$ cat src/rtl/clk_div_pkg.sv
// Shared definitions for the clock divider family and its measurement monitor.
// Contents:
//   CntWDefault        - default phase/period counter width
//   SyncStagesDefault  - default depth of the div_in synchroniser
//   meas_state_e       - measurement FSM states
package clk_div_pkg;

    localparam int unsigned CntWDefault       = 16;
    localparam int unsigned SyncStagesDefault = 2;

    typedef enum logic [1:0] {
        StIdle = 2'd0,
        StHigh = 2'd1,
        StLow  = 2'd2
    } meas_state_e;

endpackage

$ cat src/rtl/sync_edge.sv
// Resynchronises an asynchronous level into the clk_i domain and flags both edges.
// Ports:
//   clk_i   - sampling clock
//   rst_ni  - asynchronous active-low reset
//   d_i     - asynchronous input level
//   rise_o  - one-cycle pulse, synchronised level went 0 -> 1
//   fall_o  - one-cycle pulse, synchronised level went 1 -> 0
module sync_edge
    import clk_div_pkg::*;
#(
    parameter int unsigned SYNC_STAGES = SyncStagesDefault
) (
    input  logic clk_i,
    input  logic rst_ni,
    input  logic d_i,
    output logic rise_o,
    output logic fall_o
);

    logic [SYNC_STAGES-1:0] sync_q;
    logic                   s_d_q;
    // Fills with ones after reset release; edges are ignored until the whole
    // pipe (synchroniser plus s_d) holds real samples, so a level that was
    // already high across reset release is not mistaken for a rising edge.
    logic [SYNC_STAGES:0]   warm_q;
    logic                   s;
    logic                   edge_en;

    always_ff @(posedge clk_i or negedge rst_ni) begin
        if (!rst_ni) begin
            sync_q <= '0;
            s_d_q  <= 1'b0;
            warm_q <= '0;
        end else begin
            sync_q <= {sync_q[SYNC_STAGES-2:0], d_i};
            s_d_q  <= sync_q[SYNC_STAGES-1];
            warm_q <= {warm_q[SYNC_STAGES-1:0], 1'b1};
        end
    end

    assign s       = sync_q[SYNC_STAGES-1];
    assign edge_en = warm_q[SYNC_STAGES];
    assign rise_o  = edge_en &  s & ~s_d_q;
    assign fall_o  = edge_en & ~s &  s_d_q;

endmodule

$ cat src/rtl/clk_div_meas.sv
// Measures the high phase, low phase and period of a divided clock in clk_i cycles.
// Ports:
//   clk_i        - reference clock
//   rst_ni       - asynchronous active-low reset
//   clr_i        - synchronous clear: abort measurement, drop ovf/stable history
//   div_in_i     - divided clock under measurement (may be asynchronous)
//   meas_valid_o - one-cycle strobe, result buses updated on this cycle
//   high_cnt_o   - high-phase length of the last full period
//   low_cnt_o    - low-phase length of the last full period
//   period_o     - high_cnt_o + low_cnt_o
//   stable_o     - last two published periods were identical
//   ovf_o        - sticky, phase counter reached saturation
module clk_div_meas
    import clk_div_pkg::*;
#(
    parameter int unsigned CNT_W       = CntWDefault,
    parameter int unsigned SYNC_STAGES = SyncStagesDefault
) (
    input  logic             clk_i,
    input  logic             rst_ni,
    input  logic             clr_i,
    input  logic             div_in_i,
    output logic             meas_valid_o,
    output logic [CNT_W-1:0] high_cnt_o,
    output logic [CNT_W-1:0] low_cnt_o,
    output logic [CNT_W:0]   period_o,
    output logic             stable_o,
    output logic             ovf_o
);

    localparam logic [CNT_W-1:0] CntMax = '1;

    logic rise;
    logic fall;
    logic edge_det;

    meas_state_e      state_q, state_d;
    logic [CNT_W-1:0] cnt_q, cnt_d;
    logic [CNT_W-1:0] hi_q, hi_d;
    logic             ovf_q, ovf_d;
    logic             have_prev_q, have_prev_d;
    logic             stable_q, stable_d;
    logic             valid_q;
    logic [CNT_W-1:0] high_q, low_q;
    logic [CNT_W:0]   period_q;

    logic cnt_sat;
    logic ovf_hit;
    logic abort;
    logic capture;
    logic publish;

    sync_edge #(
        .SYNC_STAGES(SYNC_STAGES)
    ) u_sync_edge (
        .clk_i  (clk_i),
        .rst_ni (rst_ni),
        .d_i    (div_in_i),
        .rise_o (rise),
        .fall_o (fall)
    );

    assign edge_det = rise | fall;
    assign cnt_sat  = (cnt_q == CntMax);

    // Phase counter: restarts at 1 on every edge, holds at all-ones.
    always_comb begin
        cnt_d = cnt_q;
        if (edge_det) begin
            cnt_d = CNT_W'(1);
        end else if (!cnt_sat) begin
            cnt_d = cnt_q + CNT_W'(1);
        end
    end

    // ovf flags the counter arriving at all-ones; the measurement is only
    // abandoned once the phase runs past it, so a phase of exactly all-ones
    // cycles is still published.
    assign ovf_hit = !edge_det && (cnt_d == CntMax);
    assign abort   = !edge_det && cnt_sat;

    always_comb begin
        state_d = state_q;
        capture = 1'b0;
        publish = 1'b0;
        if (clr_i) begin
            state_d = StIdle;
        end else begin
            unique case (state_q)
                StIdle: begin
                    if (rise) state_d = StHigh;
                end
                StHigh: begin
                    if (abort) begin
                        state_d = StIdle;
                    end else if (fall) begin
                        capture = 1'b1;
                        state_d = StLow;
                    end
                end
                StLow: begin
                    if (abort) begin
                        state_d = StIdle;
                    end else if (rise) begin
                        publish = 1'b1;
                        state_d = StHigh;
                    end
                end
                default: state_d = StIdle;
            endcase
        end
    end

    always_comb begin
        hi_d        = capture ? cnt_q : hi_q;
        ovf_d       = clr_i ? 1'b0 : (ovf_q | ovf_hit);
        have_prev_d = have_prev_q;
        stable_d    = stable_q;
        if (clr_i || state_q == StIdle) begin
            have_prev_d = 1'b0;
        end else if (publish) begin
            have_prev_d = 1'b1;
        end
        if (clr_i) begin
            stable_d = 1'b0;
        end else if (publish) begin
            stable_d = (hi_q == high_q) && (cnt_q == low_q) && have_prev_q;
        end
    end

    always_ff @(posedge clk_i or negedge rst_ni) begin
        if (!rst_ni) begin
            state_q     <= StIdle;
            cnt_q       <= '0;
            hi_q        <= '0;
            ovf_q       <= 1'b0;
            have_prev_q <= 1'b0;
            stable_q    <= 1'b0;
            valid_q     <= 1'b0;
            high_q      <= '0;
            low_q       <= '0;
            period_q    <= '0;
        end else begin
            state_q     <= state_d;
            cnt_q       <= cnt_d;
            hi_q        <= hi_d;
            ovf_q       <= ovf_d;
            have_prev_q <= have_prev_d;
            stable_q    <= stable_d;
            valid_q     <= publish;
            if (publish) begin
                high_q   <= hi_q;
                low_q    <= cnt_q;
                period_q <= {1'b0, hi_q} + {1'b0, cnt_q};
            end
        end
    end

    assign meas_valid_o = valid_q;
    assign high_cnt_o   = high_q;
    assign low_cnt_o    = low_q;
    assign period_o     = period_q;
    assign stable_o     = stable_q;
    assign ovf_o        = ovf_q;

endmodule
$ cat config.mk
export PLATFORM = sky130hd
export DESIGN_NAME = clk_div_meas
export DESIGN_NICKNAME = d
export VERILOG_FILES = /design/src/rtl/clk_div_pkg.sv /design/src/rtl/sync_edge.sv /design/src/rtl/clk_div_meas.sv
export SDC_FILE = /design/constraint.sdc
export NUM_CORES = 1
export LEC_CHECK = 0
export ABC_AREA = 1
export BUFFER_PORTS_ARGS = -buffer_cell sky130_fd_sc_hd__buf_2
export CORE_ASPECT_RATIO = 0.9
export CORE_UTILIZATION = 45
export DETAILED_ROUTE_END_ITERATION = 10
export PLACE_DENSITY = 0.74
export SYNTH_ARGS = -nofsm -noshare
export SYNTH_HDL_FRONTEND = slang
export SYNTH_HIERARCHICAL = 1
export SYNTH_SLANG_ARGS = --single-unit
$ cat constraint.sdc
create_clock -name clk_i -period 4.4 [get_ports clk_i]
set_clock_uncertainty 0.2 [all_clocks]
set_input_delay 0.88 -clock clk_i [delete_from_list [all_inputs] [get_ports clk_i]]
set_output_delay 0.88 -clock clk_i [all_outputs]
set_load 0.05 [all_outputs]
==> impl_metrics.ini <==
[status]
outcome = finished clean

[detailed_routing]
antenna_left = 0
remaining_drc_errors = 0
vias_per_cell = 5.24
drt_first_iter_violations = 241
first_pass_iters = 5
finalWirelength_mm = 12.8
post_drt_wl_per_cell_um = 15.0
dr_total_vias = 4471

[pwr]
static-leakage-power_nw = 2.97
pwr_density_cell_mw_per_mm2 = 415
finalPower_mw = 2.38
irDropWorstVdd_v = 0.000312

[yosys]
post_synth.cell_area_avg_sq_um = 7.82
synthFlopType = dfrtp_1
post-synth-top-area-cell = dfrtp_1
main_combinational_cell_family_by_area_after_synthesis = simple AND/OR/NAND/NOR gates
synth-seq-cells = 93
share_of_the_synthesized_area_in_compound_gates_ao_oa_aoi_oai_pct = 12.2
post_synth_fa_ha_maj_area_fraction_pct = 4.62
yosys_warnings = 6
synth_cells = 644
synthMostInstantiatedCell = nand2_1
muxShareOfSynthArea_pct = 0
synth.top_cells.by_count = nand2_1, dfrtp_1, inv_1, o21ai_0, nor2_1
synth_xor_area_share_pct = 4.35
yosys.area.top_type_share_pct = 46.2
synth_enable_flop_cells = 0
synthSimpleGateAreaFrac_pct = 25.9
post_synth_num_cell_types = 38
synth.cell_area_sq_mm = 0.00504
netlist_top_cells_area = dfrtp_1, nand2_1, o21ai_0, inv_1, ha_1
postSynthNetCount = 666
async_reset_ff_share_pct = 100
synth_sequential_area_ratio_pct = 46.2

[placed_design]
post_dp_area_sq_mm = 0.00546
placed_cells = 838
hpwlAfterDp_mm = 9.55
finalWeightedCongestion = 0.926
placement.io_buffers = 55

[timing]
finalWorstPathRequiredPeriod_ns = 2.64
final-max-slew-violation-count = 0
setup_viol = 0
slew-limit-headroom_pct = 30.7
fmax_ghz = 0.379
hold_viol = 0
rsz0062_at_grt = false
tightestPinTransition_ns = 1.04
setup-tns-final_ns = 0
min_period_over_period_pct = 60.0

[global_routing]
via_count_of_the_first_global_routing_pass = 4225
number_of_antenna_violations_at_the_first_check_in_global_routing = 0
grt_overflow_total = 0
grt_max_degree = 72
grt_use_total_pct = 23.8
grt_first_pass_wirelength_mm = 21.0

[floorplanning]
chipWidth_um = 114
placement_rows = 36
die_ar_sq_mm = 0.0116
starting_density_of_the_core_pct = 46.4
top_level_ports = 56
core_area_sq_mm = 0.0109
die_y_um = 102

[job]
drv_cap = 0

[finish]
diodes = 0
share_of_layout_cells_above_drive_strength_1_pct = 12.7
postLayoutCoreUtil_pct = 52.9
final_net_count = 719
nFillCells = 1003
seq_area_sq_mm = 0.00233
post_layout_nonfiller_instances = 853
final_area_sq_mm = 0.00574
multiInputGateArea_sq_mm = 0.00237
area_growth_syn_to_layout_pct = 14.0

[worst_hold_path]
hold_class = reg2reg

[clocking]
clk_root_buffer_cell = clkbuf_16
numCtsBuffers = 9
ctsHoldBuffers = 0
clockBufferDepth = 2
post_cts.repair.setup_buffers = 0
cts_tree = done
numClockSinks = 93
clkSlewWorstSetupHoldPaths_ns = 0.06
htreeDepth = 3
postCtsResizedCells = 0
clock_insertion_delay_worst_skew_ns = 0.34

[setup_path]
timing.critical_path.buf_inv = 0
crit_slowest_cell = dfrtp_1
crit_arrival_ns = 2.68
cp_slowest_stage_delay_ns = 0.53
cp_data_required_time_ns = 4.44
critical_path_peak_fanout = 10
crit_chain = ha_1 -> nand3_1 -> nand2_1 -> a21oi_1 -> o21ai_0 -> a21oi_1 -> or2_2 -> nand3_1 -> nand2_1
crit_family = compound AO/OA/AOI/OAI gates
cp-start-kind = register
critical_path.endpoint_type = register
setup.worst_path.class = reg2reg
==> registers in the layout, indices dropped and copies added (netlist names) <==
register            cells
have_prev_q             1
period_o               17
u_sync_edge/sync_q      2
state_q                 2
u_sync_edge/warm_q      3
u_sync_edge/s_d_q       1
hi_q                   16
cnt_q                  16
high_cnt_o             16
low_cnt_o              16
stable_o                1
meas_valid_o            1
ovf_o                   1
==> final cells by class <==
class                   count  area share, %
clock inverters             5          0.915
clock buffers              10           3.99
flip-flops and latches     93           40.5
well taps                 152           3.31
inverters                  71           4.68
repair buffers             58           5.23
multi-input cells         464           41.4
==> final timing paths <==
check,start,to,slack (ns),depth (start not counted)
worst max-delay path,cnt_q[2],period_o[11],1.76,9
worst min-delay path,u_sync_edge/warm_q[0],u_sync_edge/warm_q[1],0.15,0
worst max register to register,cnt_q[2],period_o[11],1.76,9
worst min register to register,u_sync_edge/warm_q[0],u_sync_edge/warm_q[1],0.15,0
max in group asynchronous,rst_ni,hi_q[0],2.67,2
min in group asynchronous,rst_ni,period_o[8],0.47,1
==> cell families after synthesis <==
family          after synthesis
other cells                   1
xor+xnor                     25
buf+inv                      87
compound gates              112
flops                        93
fa+ha+maj                    18
simple gates                308
==> metrics by stage <==
| stage | worst slack [ns] | hold slack, ns |
|---|---|---|
| after floorplan | 2.26 | 0.131 |
| after global placement | 1.85 | 0.134 |
| after detailed placement | 1.72 | 0.140 |
| after CTS | 1.79 | 0.154 |
| after global routing | 1.62 | 0.167 |
| final | 1.76 | 0.151 |
==> per-layer routing <==
metal  vias up  track usage [%]  part of all wire (%)
met4         0             10.2                   3.3
met2       118             37.5                    45
met3        27             5.69                   5.0
met5         -                0                     0
met1      2142             31.5                    47
li1       2184                -                     -
==> cells in the final DEF, fill, tap and decap left out, drive strengths merged <==
cell      Yosys  layout
nor2         56      56
buf           3      58
nand2       196     196
nor4          1       1
conb          1       1
a221oi        2       2
fa            1       1
o21ai        69      69
nand4         8       8
and2          2       2
a211oi        5       5
clkinvlp      0       1
dfrtp        93      93
o22ai         3       3
nor3          4       4
a31oi         3       3
o21bai        3       3
xnor2         9       9
clkinv        1       4
xor2         16      16
bufinv        0       1
ha           17      17
inv          70      70
nand3b        1       1
clkbuf       13      10
a21oi        23      23
o2111ai       4       4
nand3        37      37
or2           3       3
==> report_power, final <==
part | internal, mW | switching (mW) | leakage [nW] | total (mW)
sequential | 0.940 | 0.110 | 1.20 | 1.05
clock | 0.434 | 0.316 | 0.138 | 0.750
combinational | 0.158 | 0.427 | 1.63 | 0.585
Note: power is estimated with default switching activity, not from simulation.
